### config.mk
export PLATFORM = sky130hd
export DESIGN_NAME = keypad_4x4_encoder
export DESIGN_NICKNAME = d
export VERILOG_FILES = /design/src/rtl/keypad_4x4_encoder.sv
export SDC_FILE = /design/constraint.sdc
export NUM_CORES = 1
export LEC_CHECK = 0
export BUFFER_PORTS_ARGS = -buffer_cell sky130_fd_sc_hd__buf_2
export CORE_UTILIZATION = 51
export CTS_CLUSTER_SIZE = 24
export DETAILED_ROUTE_END_ITERATION = 10
export PLACE_DENSITY = 0.67
export RECOVER_POWER = 25
export SYNTH_ARGS = -nofsm -noshare
export SYNTH_HDL_FRONTEND = slang
export SYNTH_SLANG_ARGS = --single-unit
export TNS_END_PERCENT = 20
### constraint.sdc
create_clock -name clk1kHz -period 4.9 [get_ports clk1kHz]
set_clock_uncertainty 0.2 [all_clocks]
set_input_delay 0.98 -clock clk1kHz [delete_from_list [all_inputs] [get_ports clk1kHz]]
set_output_delay 0.98 -clock clk1kHz [all_outputs]
set_load 0.01 [all_outputs]
### src/rtl/keypad_4x4_encoder.sv
// 4x4 matrix keypad scanner with debounce and release gating.
// Emits one 7-segment glyph, a digit/operator class bit and the raw key
// code for each physical key press, with a one-cycle strobe.
module keypad_4x4_encoder #(
    parameter int SCAN_HOLD   = 3,
    parameter int DEBOUNCE_MS = 20,
    parameter int RELEASE_MS  = 20
) (
    input  logic       clk1kHz,
    input  logic       rst,
    input  logic [3:0] filas,
    output logic [3:0] columnas,
    output logic [6:0] CSseg,
    output logic       tipo,
    output logic [3:0] codigo,
    output logic       tecla_valida
);

    // Shared debounce/release counter is sized for the larger threshold,
    // so it never has to wrap.
    localparam int CNT_MAX = (DEBOUNCE_MS > RELEASE_MS) ? DEBOUNCE_MS : RELEASE_MS;
    localparam int CNT_W   = $clog2(CNT_MAX + 1);
    localparam int HOLD_W  = (SCAN_HOLD > 1) ? $clog2(SCAN_HOLD) : 1;

    localparam logic [CNT_W-1:0]  DEB_LAST  = CNT_W'(DEBOUNCE_MS - 1);
    localparam logic [CNT_W-1:0]  REL_LAST  = CNT_W'(RELEASE_MS - 1);
    localparam logic [HOLD_W-1:0] HOLD_LAST = HOLD_W'(SCAN_HOLD - 1);

    typedef enum logic [1:0] {
        SCAN         = 2'd0,
        DEBOUNCE     = 2'd1,
        EMIT         = 2'd2,
        WAIT_RELEASE = 2'd3
    } state_t;

    state_t            state;
    logic [3:0]        filas_m;
    logic [3:0]        filas_s;
    logic [HOLD_W-1:0] hold_cnt;
    logic [CNT_W-1:0]  cnt;
    logic [1:0]        row;
    logic [1:0]        col;

    logic [1:0]        low_row;
    logic [1:0]        cur_col;
    logic [3:0]        next_cols;
    logic [3:0]        key_code;
    logic [6:0]        key_glyph;
    logic              key_mapped;
    logic              key_digit;

    // Key code for a (row, col) position on the pad.
    function automatic logic [3:0] code_of(input logic [1:0] r, input logic [1:0] c);
        logic [3:0] k;
        case ({r, c})
            4'h0: k = 4'd1;   4'h1: k = 4'd2;   4'h2: k = 4'd3;   4'h3: k = 4'd10;
            4'h4: k = 4'd4;   4'h5: k = 4'd5;   4'h6: k = 4'd6;   4'h7: k = 4'd11;
            4'h8: k = 4'd7;   4'h9: k = 4'd8;   4'hA: k = 4'd9;   4'hB: k = 4'd12;
            4'hC: k = 4'd14;  4'hD: k = 4'd0;   4'hE: k = 4'd15;  default: k = 4'd13;
        endcase
        return k;
    endfunction

    // Active-low {a,b,c,d,e,f,g} glyph; * and # have no glyph and stay blank.
    function automatic logic [6:0] glyph_of(input logic [3:0] k);
        logic [6:0] g;
        case (k)
            4'd0:    g = 7'b0000001;
            4'd1:    g = 7'b1001111;
            4'd2:    g = 7'b0010010;
            4'd3:    g = 7'b0000110;
            4'd4:    g = 7'b1001100;
            4'd5:    g = 7'b0100100;
            4'd6:    g = 7'b0100000;
            4'd7:    g = 7'b0001111;
            4'd8:    g = 7'b0000000;
            4'd9:    g = 7'b0000100;
            4'd10:   g = 7'b1101100;  // '+'
            4'd11:   g = 7'b1111110;  // '-'
            4'd12:   g = 7'b1001000;  // '*'
            4'd13:   g = 7'b0110110;  // '/'
            default: g = 7'b1111111;
        endcase
        return g;
    endfunction

    // Lowest-index low row wins when several keys share the driven column.
    always_comb begin
        low_row = 2'd0;
        if (!filas_s[0])      low_row = 2'd0;
        else if (!filas_s[1]) low_row = 2'd1;
        else if (!filas_s[2]) low_row = 2'd2;
        else if (!filas_s[3]) low_row = 2'd3;
    end

    // Index of the column currently driven low, and the next one in rotation.
    always_comb begin
        cur_col = 2'd0;
        case (columnas)
            4'b1110: cur_col = 2'd0;
            4'b1101: cur_col = 2'd1;
            4'b1011: cur_col = 2'd2;
            4'b0111: cur_col = 2'd3;
            default: cur_col = 2'd0;
        endcase
        next_cols = {columnas[2:0], columnas[3]};
    end

    // Decode of the latched key position.
    always_comb begin
        key_code   = code_of(row, col);
        key_glyph  = glyph_of(key_code);
        key_mapped = (key_code != 4'd14) && (key_code != 4'd15);
        key_digit  = (key_code <= 4'd9);
    end

    // Two-flop synchronizer; idle rows read high.
    always_ff @(posedge clk1kHz or posedge rst) begin
        if (rst) begin
            filas_m <= 4'b1111;
            filas_s <= 4'b1111;
        end else begin
            filas_m <= filas;
            filas_s <= filas_m;
        end
    end

    // Scan / debounce / emit / release FSM with registered outputs.
    always_ff @(posedge clk1kHz or posedge rst) begin
        if (rst) begin
            state        <= SCAN;
            columnas     <= 4'b1110;
            hold_cnt     <= '0;
            cnt          <= '0;
            row          <= 2'd0;
            col          <= 2'd0;
            CSseg        <= 7'b1111111;
            tipo         <= 1'b0;
            codigo       <= 4'd0;
            tecla_valida <= 1'b0;
        end else begin
            tecla_valida <= 1'b0;
            case (state)
                SCAN: begin
                    // The last hold cycle sees rows that have settled
                    // through the synchronizer for this column.
                    if (hold_cnt == HOLD_LAST) begin
                        hold_cnt <= '0;
                        if (filas_s != 4'b1111) begin
                            row   <= low_row;
                            col   <= cur_col;
                            cnt   <= '0;
                            state <= DEBOUNCE;
                        end else begin
                            columnas <= next_cols;
                        end
                    end else begin
                        hold_cnt <= hold_cnt + 1'b1;
                    end
                end

                DEBOUNCE: begin
                    if (!filas_s[row]) begin
                        if (cnt == DEB_LAST) begin
                            cnt   <= '0;
                            state <= EMIT;
                            // Outputs land together with the strobe during EMIT.
                            if (key_mapped) begin
                                CSseg        <= key_glyph;
                                tipo         <= key_digit;
                                codigo       <= key_code;
                                tecla_valida <= 1'b1;
                            end
                        end else begin
                            cnt <= cnt + 1'b1;
                        end
                    end else begin
                        // Bounce: rescan the same column from the start.
                        cnt      <= '0;
                        hold_cnt <= '0;
                        state    <= SCAN;
                    end
                end

                EMIT: begin
                    cnt   <= '0;
                    state <= WAIT_RELEASE;
                end

                WAIT_RELEASE: begin
                    // Any low row restarts the release window, so a quick
                    // re-press merges into the press already reported.
                    if (filas_s == 4'b1111) begin
                        if (cnt == REL_LAST) begin
                            cnt      <= '0;
                            hold_cnt <= '0;
                            columnas <= next_cols;
                            state    <= SCAN;
                        end else begin
                            cnt <= cnt + 1'b1;
                        end
                    end else begin
                        cnt <= '0;
                    end
                end

                default: begin
                    state    <= SCAN;
                    columnas <= 4'b1110;
                    hold_cnt <= '0;
                    cnt      <= '0;
                end
            endcase
        end
    end

endmodule

==> results.yml, run 1 <==
floorplan:
  row_count: 23
  fp.dieW_um: 67.47
  start_util_pct: 53.87
  dieArea_mm2: 0.004552
  die_h_um: 67.47
  io-pin-count: 23
  coreArea_mm2: 0.004058
setup_path:
  worstPathArrival_ns: 3.01
  worstPathRequired_ns: 4.87
  worstPathCellList: "inv_1 -> ha_1 -> mux4_2 -> inv_1 -> ha_1 -> o22ai_1 -> o311a_2 -> mux2_2"
  path_class: "reg2reg"
  path_buf_inv: 2
  crit_family: "multiplexers"
  startpoint_type: "register"
  crit_slowest_cell: "mux4_2"
  critPathMaxFanout: 22
  endpoint_kind: "register"
  critPathMaxStageDelay_ns: 0.58
drt:
  avgRoutedWirePerCell_um: 14.20
  vias: 1584
  ant_nets: 0
  wirelength_um: 3989
  drc: 0
  first_pass_iters: 4
  drt_iter0_markers: 80
  avgViaCountPerCell: 5.637
yosys:
  synth_nets: 230
  syn-instance-count: 207
  dominantRegCellSynth: "dfrtp_1"
  yosysUniqueCellTypes: 49
  async_flop_share_pct: 100.0
  ys_ff_latch: 38
  synth_seq_area_share_pct: 44.53
  syn_avg_cell_area_um2: 10.56
  synth.cell_area_mm2: 0.002186
  synth-edff-count: 0
  yosys_warnings: 0
pwr:
  p_per_area_mw_per_mm2: 464.0
  p_leak_uw: 0.001137
  peakVddDrop_v: 0.0002582
finish:
  area_delta_synth_final_pct: 12.36
  diodes: 0
  layout_commonest_cell: "buf_2"
  layout_common_cells: "buf_2 (22), dfrtp_1 (20), nand2_1 (19), dfstp_2 (18), ha_1 (17)"
  drive_gt1_share_pct: 30.74
  nNetsFinal: 253
timing:
  rsz0062_at_grt: "false"
  fin_ws_ns: 1.860
  relSlewSlack_pct: -32.86
  period_needed_ns: 3.040
  fmaxAchievable_mhz: 329.0
  fin_crit_sh_pct: 62.03
  worstMarginPinSlew_ns: 1.993
  setup_viol: 0
  hold_violations: 0
  tns_ns: 0
  slew_viol_final: 39
place:
  port_buffers: 22
  pre_cts_slack_ns: 1.858
  place.gp.congestion: 0.8486
  dpl.hpwl_um: 2973
grt:
  globalRouteOverflowTotal: 0
  antenna_found_initial: 0
  grt.total_usage_pct: 19.99
  grt_pass1_vias: 1496
  grt_max_degree: 39
  grt_pass1_wl_um: 6775
  grt.busiest_layer: "met2"
  use_met2_pct: 33.29
  met1_usage_pct: 25.13
  met3_usage_pct: 4.223
run:
  maxCapViolCount: 1
clocking:
  numCtsBuffers: 5
  cts_tree: "yes"
  worstSkewPairLatency_ns: 0.29
  root_buffer: "clkbuf_8"
  cts_hold_buf: 0
  htreeDepth: 2
  post-cts-setup-buffer-count: 0
  cts_resized: 0
  cts.sink_count: 38
  path_clk_slew_ns: 0.07
  clockBufferDepth: 2
worst_hold_path:
  worstHoldPathType: "reg2reg"
status:
  status: "complete, but fails checks"
  violations: "max-capacitance violations, max-slew violations"
[worst reg2reg max path: stages, from the launching register on]
cell	delay [ns]
dfrtp_1	0.45
inv_1	0.11
ha_1	0.26
mux4_2	0.58
inv_1	0.13
ha_1	0.22
o22ai_1	0.09
o311a_2	0.55
mux2_2	0.33
[synthesized netlist by cell type (2+ instances only)]
master     count  area share [%]
xor2_1         3             1.2
mux2i_1        6             2.7
ha_1          17             9.7
nand3_1        3            0.69
nand2_1       19             3.3
mux2_4         2             1.4
a31oi_1       10             2.9
nand3b_1       2            0.69
buf_2          3            0.69
buf_6          2             1.0
nor2b_1        5             1.4
inv_1         13             2.2
mux2_2         6             3.1
o21a_1         2            0.69
dfrtp_1       20              23
and3_1         3            0.86
o2bb2ai_2      2             1.4
o22ai_1        4             1.1
a211oi_1       3             1.0
o21ai_0       16             3.7
nand4_1        3            0.86
or2b_1         2            0.69
nor2_1        14             2.4
nor3_1         2            0.46
a21oi_1        4            0.92
dfstp_2       18              22
[final timing paths]
kind	slack, ns	to	cells past startpoint	startpoint
setup / recovery	1.86	codigo[0]	8	col[0]
hold / removal	0.16	filas_s[0]	0	filas_m[0]
setup reg to reg	1.86	codigo[0]	8	col[0]
hold reg to reg	0.16	filas_s[0]	0	filas_m[0]
max in group asynchronous	2.15	col[1]	3	rst
min in group asynchronous	1.20	cnt[4]	3	rst
[layer usage]
layer	vias to the layer above	share of wire [%]
li1	778	-
met2	41	48
met3	6	4.4
met5	-	0
met4	0	1.4
met1	759	46
[power breakdown]
group          internal, µW  switching, µW
clock                   217            106
sequential              345           47.6
combinational           178            245
[state kept, by name, indices dropped and copies added (netlist names), 2 cells and up, named ones only]
name,count
CSseg,7
cnt,5
codigo,4
col,2
columnas,4
filas_m,4
filas_s,4
hold_cnt,2
row,2
[area by class of cell]
type / count / area [µm²]
fillers: 354 / 1602
multi-input cells: 149 / 1115
flip-flops and latches: 38 / 973.4
repair buffers: 23 / 113.9
clock buffers: 6 / 82.58
well taps: 50 / 62.56
clock inverters: 2 / 60.06
inverters: 13 / 48.80
[metrics by stage]
step	std cells	util (%)	power, µW	cell area [µm²]	hold slack [ns]
floorplan	207	-	740.8	2186	0.1452
global placement	273	57.11	798.0	2317	0.1465
detailed placement	273	57.11	817.1	2317	0.1476
CTS	281	60.62	1148	2460	0.1585
global route	281	60.53	1217	2456	0.1604
finish	281	60.53	1140	2456	0.1568
[kinds of logic after synthesis]
kind of cell               count (synthesis)  share of synthesized area, %
AOI/OAI and AO/OA                         52                         17.00
xor gates and xnor gates                   3                         1.202
DFF                                       38                         44.53
buffers and inverters                     20                         4.465
and+or+nand+nor                           62                         14.83
muxes                                     15                         8.243
adders and majority gates                 17                         9.731
(Power assumes the default switching activity.)
==> run 2: changes to the inputs <==
--- a/config.mk
+++ b/config.mk
@@ -9,7 +9,7 @@
 export CORE_UTILIZATION = 51
 export CTS_CLUSTER_SIZE = 24
 export DETAILED_ROUTE_END_ITERATION = 10
-export PLACE_DENSITY = 0.67
+export PLACE_DENSITY = 0.69
 export RECOVER_POWER = 25
 export SYNTH_ARGS = -nofsm -noshare
 export SYNTH_HDL_FRONTEND = slang
==> constraint.sdc (replaced) <==
create_clock -name clk1kHz -period 2.6 [get_ports clk1kHz]
set_clock_uncertainty 0.2 [all_clocks]
set_input_delay 0.52 -clock clk1kHz [delete_from_list [all_inputs] [get_ports clk1kHz]]
set_output_delay 0.52 -clock clk1kHz [all_outputs]
set_load 0.01 [all_outputs]
==> run 2 against run 1 <==
  * The run now ends clean
  * Maximum frequency grew 23%
  * Cell count grew 6.0%
  * Worst setup slack lost 1.7 ns
  * Largest power group unchanged
  * Via count grew 5.7%
  * Critical path type unchanged
  * Combinational power grew 130%
  * Routed wire length grew 4.5%
  * Critical endpoint is now codigo[2]
==> results.yml, run 2 (synthesis results as in run 1) <==
status:
  status: "complete, no violations"
clocking:
  cts_tree: "yes"
  root_buffer: "clkbuf_8"
  numCtsBuffers: 5
  cts.sink_count: 38
  clockBufferDepth: 2
  cts_hold_buf: 0
  htreeDepth: 2
  path_clk_slew_ns: 0.08
  worstSkewPairLatency_ns: 0.29
timing:
  fin_ws_ns: 0.1224
  fin_crit_sh_pct: 95.29
  period_needed_ns: 2.478
  whs_ns: 0.1196
  relSlewSlack_pct: 40.28
  setup_viol: 0
  slew_viol_final: 0
  hold_violations: 0
  tns_ns: 0
  worstMarginPinSlew_ns: 0.8958
  fmaxAchievable_mhz: 403.6
floorplan:
  start_util_pct: 53.87
  row_count: 23
  io-pin-count: 23
  coreArea_mm2: 0.004058
  dieArea_mm2: 0.004552
  die_h_um: 67.47
  fp.dieW_um: 67.47
setup_path:
  critPathMaxStageDelay_ns: 0.47
  r2r-end: "codigo[2]"
  endpoint_kind: "register"
  path_class: "reg2reg"
  crit_slowest_cell: "mux4_2"
  crit_family: "compound AO/OA/AOI/OAI gates"
  startpoint_type: "register"
  worstPathCellList: "inv_2 -> ha_4 -> inv_1 -> mux4_2 -> inv_2 -> ha_4 -> o22ai_2 -> o311a_4 -> buf_6 -> nor2_1 -> a31oi_1"
  r2r-start: "col[1]"
  path_buf_inv: 4
  critPathMaxFanout: 7
  reg2reg_depth: 11
  r2r_setup_slack_ns: 0.12
  worstPathRequired_ns: 2.56
  worstPathArrival_ns: 2.44
grt:
  grt_pass1_wl_um: 6603
  use_met2_pct: 31.68
  met1_usage_pct: 25.70
  grt.total_usage_pct: 19.68
  met3_usage_pct: 5.236
  grt.busiest_layer: "met2"
  grt_pass1_vias: 1464
  globalRouteOverflowTotal: 0
  antenna_found_initial: 0
  grt_max_degree: 39
finish:
  regMostFlops: "CSseg"
  fillers: 338
  area_delta_synth_final_pct: 18.78
  layout_common_cells: "buf_2 (22), dfrtp_1 (20), nand2_1 (19), dfstp_2 (18), o21ai_0 (16)"
  reg.largest.list: "CSseg: 7 flops, cnt: 5 flops"
  largest_register_ffs: 7
  diodes: 0
  post-route-util_pct: 63.98
  nNetsFinal: 270
  layout_commonest_cell: "buf_2"
  drive_gt1_share_pct: 39.11
drt:
  vias: 1675
  avgViaCountPerCell: 5.621
  wirelength_um: 4167
  drc: 0
  first_pass_iters: 4
  drt_iter0_markers: 72
  ant_nets: 0
  avgRoutedWirePerCell_um: 13.98
place:
  dpl.hpwl_um: 2921
  pre_cts_slack_ns: 0.007483
  port_buffers: 22
  place.gp.congestion: 0.7814
worst_hold_path:
  min_path_cells: 1
  worstHoldPathType: "in2reg"
  holdPathEnd: "filas_m[1]"
  hp-start: "filas[1]"
pwr:
  p_leak_uw: 0.001207
  power.total_uw: 2087
  p_per_area_mw_per_mm2: 803.9
  peakVddDrop_v: 0.0005206
run:
  maxCapViolCount: 0
==> run 2: stage by stage <==
stage,area [µm²],cells
4_1_cts,2495,292
6_report,2596,298
3_3_place_gp,2405,284
2_1_floorplan,2191,207
5_1_grt,2596,298
3_5_place_dp,2405,284
==> run 2: worst register-to-register path: stages (launching register included) <==
cell     delay (ns)
dfrtp_1        0.39
inv_2          0.11
ha_4           0.13
inv_1          0.03
mux4_2         0.47
inv_2          0.12
ha_4           0.14
o22ai_2        0.08
o311a_4        0.41
buf_6          0.14
nor2_1         0.08
a31oi_1        0.04
==> run 2: metal layers <==
metal  vias up  routed length, µm
met2        38               1998
met3         6                157
met1       812               1965
met4         0                 46
met5         -                  0
li1        819                  -
==> run 2: final cells by class <==
| class | instances | area [µm²] | area share (%) |
|---|---|---|---|
| clock buffers | 5 | 68.82 | 2.651 |
| clock inverters | 3 | 21.27 | 0.8193 |
| inverters | 13 | 48.80 | 1.880 |
| multi-input cells | 149 | 1171 | 45.11 |
| flip-flops and latches | 38 | 973.4 | 37.49 |
| well taps | 50 | 62.56 | 2.410 |
| repair buffers | 40 | 250.2 | 9.639 |
==> run 2: worst max-delay path by stage <==
| stage | start | to | slack, ns | depth (start not counted) |
|---|---|---|---|---|
| detailed placement | col[1] | CSseg[5] | 0.007 | 11 |
| global placement | col[1] | CSseg[6] | 0.1 | 11 |
| CTS | col[1] | CSseg[5] | 0.01 | 11 |
| floorplan | col[0] | CSseg[1] | 0.01 | 10 |
| global route | col[1] | codigo[3] | -0.03 | 11 |
| finish | col[1] | codigo[2] | 0.12 | 11 |
==> run 2: power breakdown <==
group	switching (µW)	internal (µW)	total (µW)	leakage, µW
logic	539	428	967	0.000704
registers	54.2	651	705	0.000459
clock network	226	188	415	0.0000441
total	819	1270	2090	0.00121
==> run 2: timing repair <==
| action | 4_1_cts | 5_1_grt |
|---|---|---|
| setup buffers | 0 | 6 |
| endpoints found under the setup margin | 0 | 12 |
| gates resized for setup | 0 | 13 |
==> run 3: changes to the inputs <==
--- a/config.mk
+++ b/config.mk
@@ -7,10 +7,12 @@
 export LEC_CHECK = 0
 export BUFFER_PORTS_ARGS = -buffer_cell sky130_fd_sc_hd__buf_2
 export CORE_UTILIZATION = 51
+export CTS_CLUSTER_DIAMETER = 50
 export CTS_CLUSTER_SIZE = 24
 export DETAILED_ROUTE_END_ITERATION = 10
 export PLACE_DENSITY = 0.69
 export RECOVER_POWER = 25
+export REMOVE_ABC_BUFFERS = 1
 export SYNTH_ARGS = -nofsm -noshare
 export SYNTH_HDL_FRONTEND = slang
 export SYNTH_SLANG_ARGS = --single-unit
==> run 3 against run 2 <==
  * Cell count rose by 0.67%
  * Via count down 2.9%
  * Non-clock buffer count is 2 higher
  * Power fell by 0.61%
  * Die area did not move
  * Combinational power fell by 3.1%
  * Routed wire length shrank 2.1%
  * Register-to-register slack got worse by 0.08 ns
  * Cell area up 2.2%
  * Utilization grew 1.4 points
  * Worst setup slack got worse by 0.083 ns
  * First-iteration DRC count shrank 5.6%
==> results.yml, run 3 (synthesis results as in run 1) <==
place:
  dpl.hpwl_um: 2861
  place_area_mm2: 0.002415
  place.gp.congestion: 0.8314
  port_buffers: 22
  dpl.cell_count: 286
timing:
  worstMarginPinSlew_ns: 0.8947
  setup_viol: 0
  relSlewSlack_pct: 40.35
  slew_viol_final: 0
  hold_violations: 0
  fin_crit_sh_pct: 98.47
  rsz0062_at_grt: "true"
  period_needed_ns: 2.560
  fmaxAchievable_mhz: 390.6
setup_path:
  startpoint_type: "register"
  endpoint_kind: "register"
  worstPathArrival_ns: 2.58
  worstPathRequired_ns: 2.62
  path_class: "reg2reg"
  critPathMaxFanout: 5
status:
  status: "complete, no violations"
grt:
  use_met2_pct: 31.81
  grt_max_degree: 39
  antenna_found_initial: 0
  met1_usage_pct: 25.64
  grt_pass1_wl_um: 6693
  met3_usage_pct: 5.743
  globalRouteOverflowTotal: 0
  grt.busiest_layer: "met2"
  grt.total_usage_pct: 20.14
  grt_pass1_vias: 1470
drt:
  first_pass_iters: 4
  avgViaCountPerCell: 5.420
  drt_iter0_markers: 68
  avgRoutedWirePerCell_um: 13.60
  wirelength_um: 4080
  ant_nets: 0
  vias: 1626
  drc: 0
clocking:
  cts.sink_count: 38
  clockBufferDepth: 2
  htreeDepth: 2
  worstSkewPairLatency_ns: 0.30
  cts_tree: "yes"
  root_buffer: "clkbuf_8"
  numCtsBuffers: 5
  path_clk_slew_ns: 0.07
finish:
  multiInputGateArea_mm2: 0.001200
  reg.largest.list: "CSseg: 7 flops, cnt: 5 flops"
  seq_area_um2: 973.4
  fillers: 296
  fin_area_mm2: 0.002654
  area_delta_synth_final_pct: 21.41
  layout_commonest_cell: "buf_2"
  nNetsFinal: 272
  post-route-util_pct: 65.40
  layout_common_cells: "buf_2 (22), dfrtp_1 (20), nand2_1 (19), dfstp_2 (18), buf_4 (17)"
  regMostFlops: "CSseg"
  diodes: 0
  fin_cells: 300
  largest_register_ffs: 7
  drive_gt1_share_pct: 40.80
floorplan:
  dieArea_mm2: 0.004552
  die_h_um: 67.47
  start_util_pct: 53.87
  fp.dieW_um: 67.47
  row_count: 23
  io-pin-count: 23
  coreArea_mm2: 0.004058
run:
  maxCapViolCount: 0
pwr:
  p_per_area_mw_per_mm2: 781.7
  p_leak_uw: 0.001233
  peakVddDrop_v: 0.0004289
worst_hold_path:
  worstHoldPathType: "in2reg"
==> run 3: report_power, final <==
group	total, µW	switching (µW)	internal (µW)
logic	937	521	416
registers	711	59.1	651
clock network	427	214	213
total	2070	794	1280
==> run 3: layout make-up <==
class | instances | area share [%]
Multi-Input combinational cell | 149 | 45.21
Sequential cell | 38 | 36.68
Timing Repair Buffer | 42 | 10.33
Clock buffer | 6 | 3.112
Tap cell | 50 | 2.357
Inverter | 13 | 1.839
Clock inverter | 2 | 0.4715
==> run 3: routing by layer <==
layer | share of wire (%) | vias up | wire (µm)
met3 | 3.4 | 8 | 140
met2 | 47 | 30 | 1907
met4 | 2.1 | 0 | 84
met1 | 48 | 770 | 1947
met5 | 0 | - | 0
li1 | - | 818 | -
==> run 3: worst max-delay path, cell delays in order, from the launching register on <==
cell	delay, ns
dfrtp_1	0.39
inv_2	0.08
ha_1	0.14
inv_1	0.03
mux4_2	0.48
inv_2	0.12
ha_4	0.14
o22ai_2	0.08
o311a_4	0.37
buf_4	0.17
mux2_2	0.28
==> run 3: path summary, 6_finish.rpt <==
check,start,to,slack (ns),depth (start not counted)
setup reg to reg,col[1],CSseg[0],0.04,10
hold reg to reg,filas_m[1],filas_s[1],0.16,0
hold / removal,filas[0],filas_m[0],0.12,1
min in group asynchronous,rst,cnt[3],0.29,3
max in group asynchronous,rst,hold_cnt[0],1.36,3
setup / recovery,col[1],CSseg[0],0.04,10
==> run 3: metrics by stage <==
| stage | TNS (ns) | hold WS (ns) | total power (µW) | worst slack [ns] |
|---|---|---|---|---|
| final | 0 | 0.1209 | 2074 | 0.03985 |
| after global routing | -0.2543 | 0.09959 | 2240 | -0.04098 |
| after global placement | 0 | 0.1453 | 1587 | 0.05118 |
| after detailed placement | -0.2216 | 0.1469 | 1600 | -0.05415 |
| after floorplan | -0.7812 | 0.1452 | 1363 | -0.1871 |
| after CTS | 0 | 0.1059 | 2041 | 0.04738 |
==> run 3: what timing repair did <==
item | in CTS | in global routing
hold buffers | 0 | 0
buffers inserted | 0 | 6
pin swaps | 1 | 2
cloned | 0 | 0
resized for setup | 1 | 19
endpoints found under the setup margin | 7 | 8
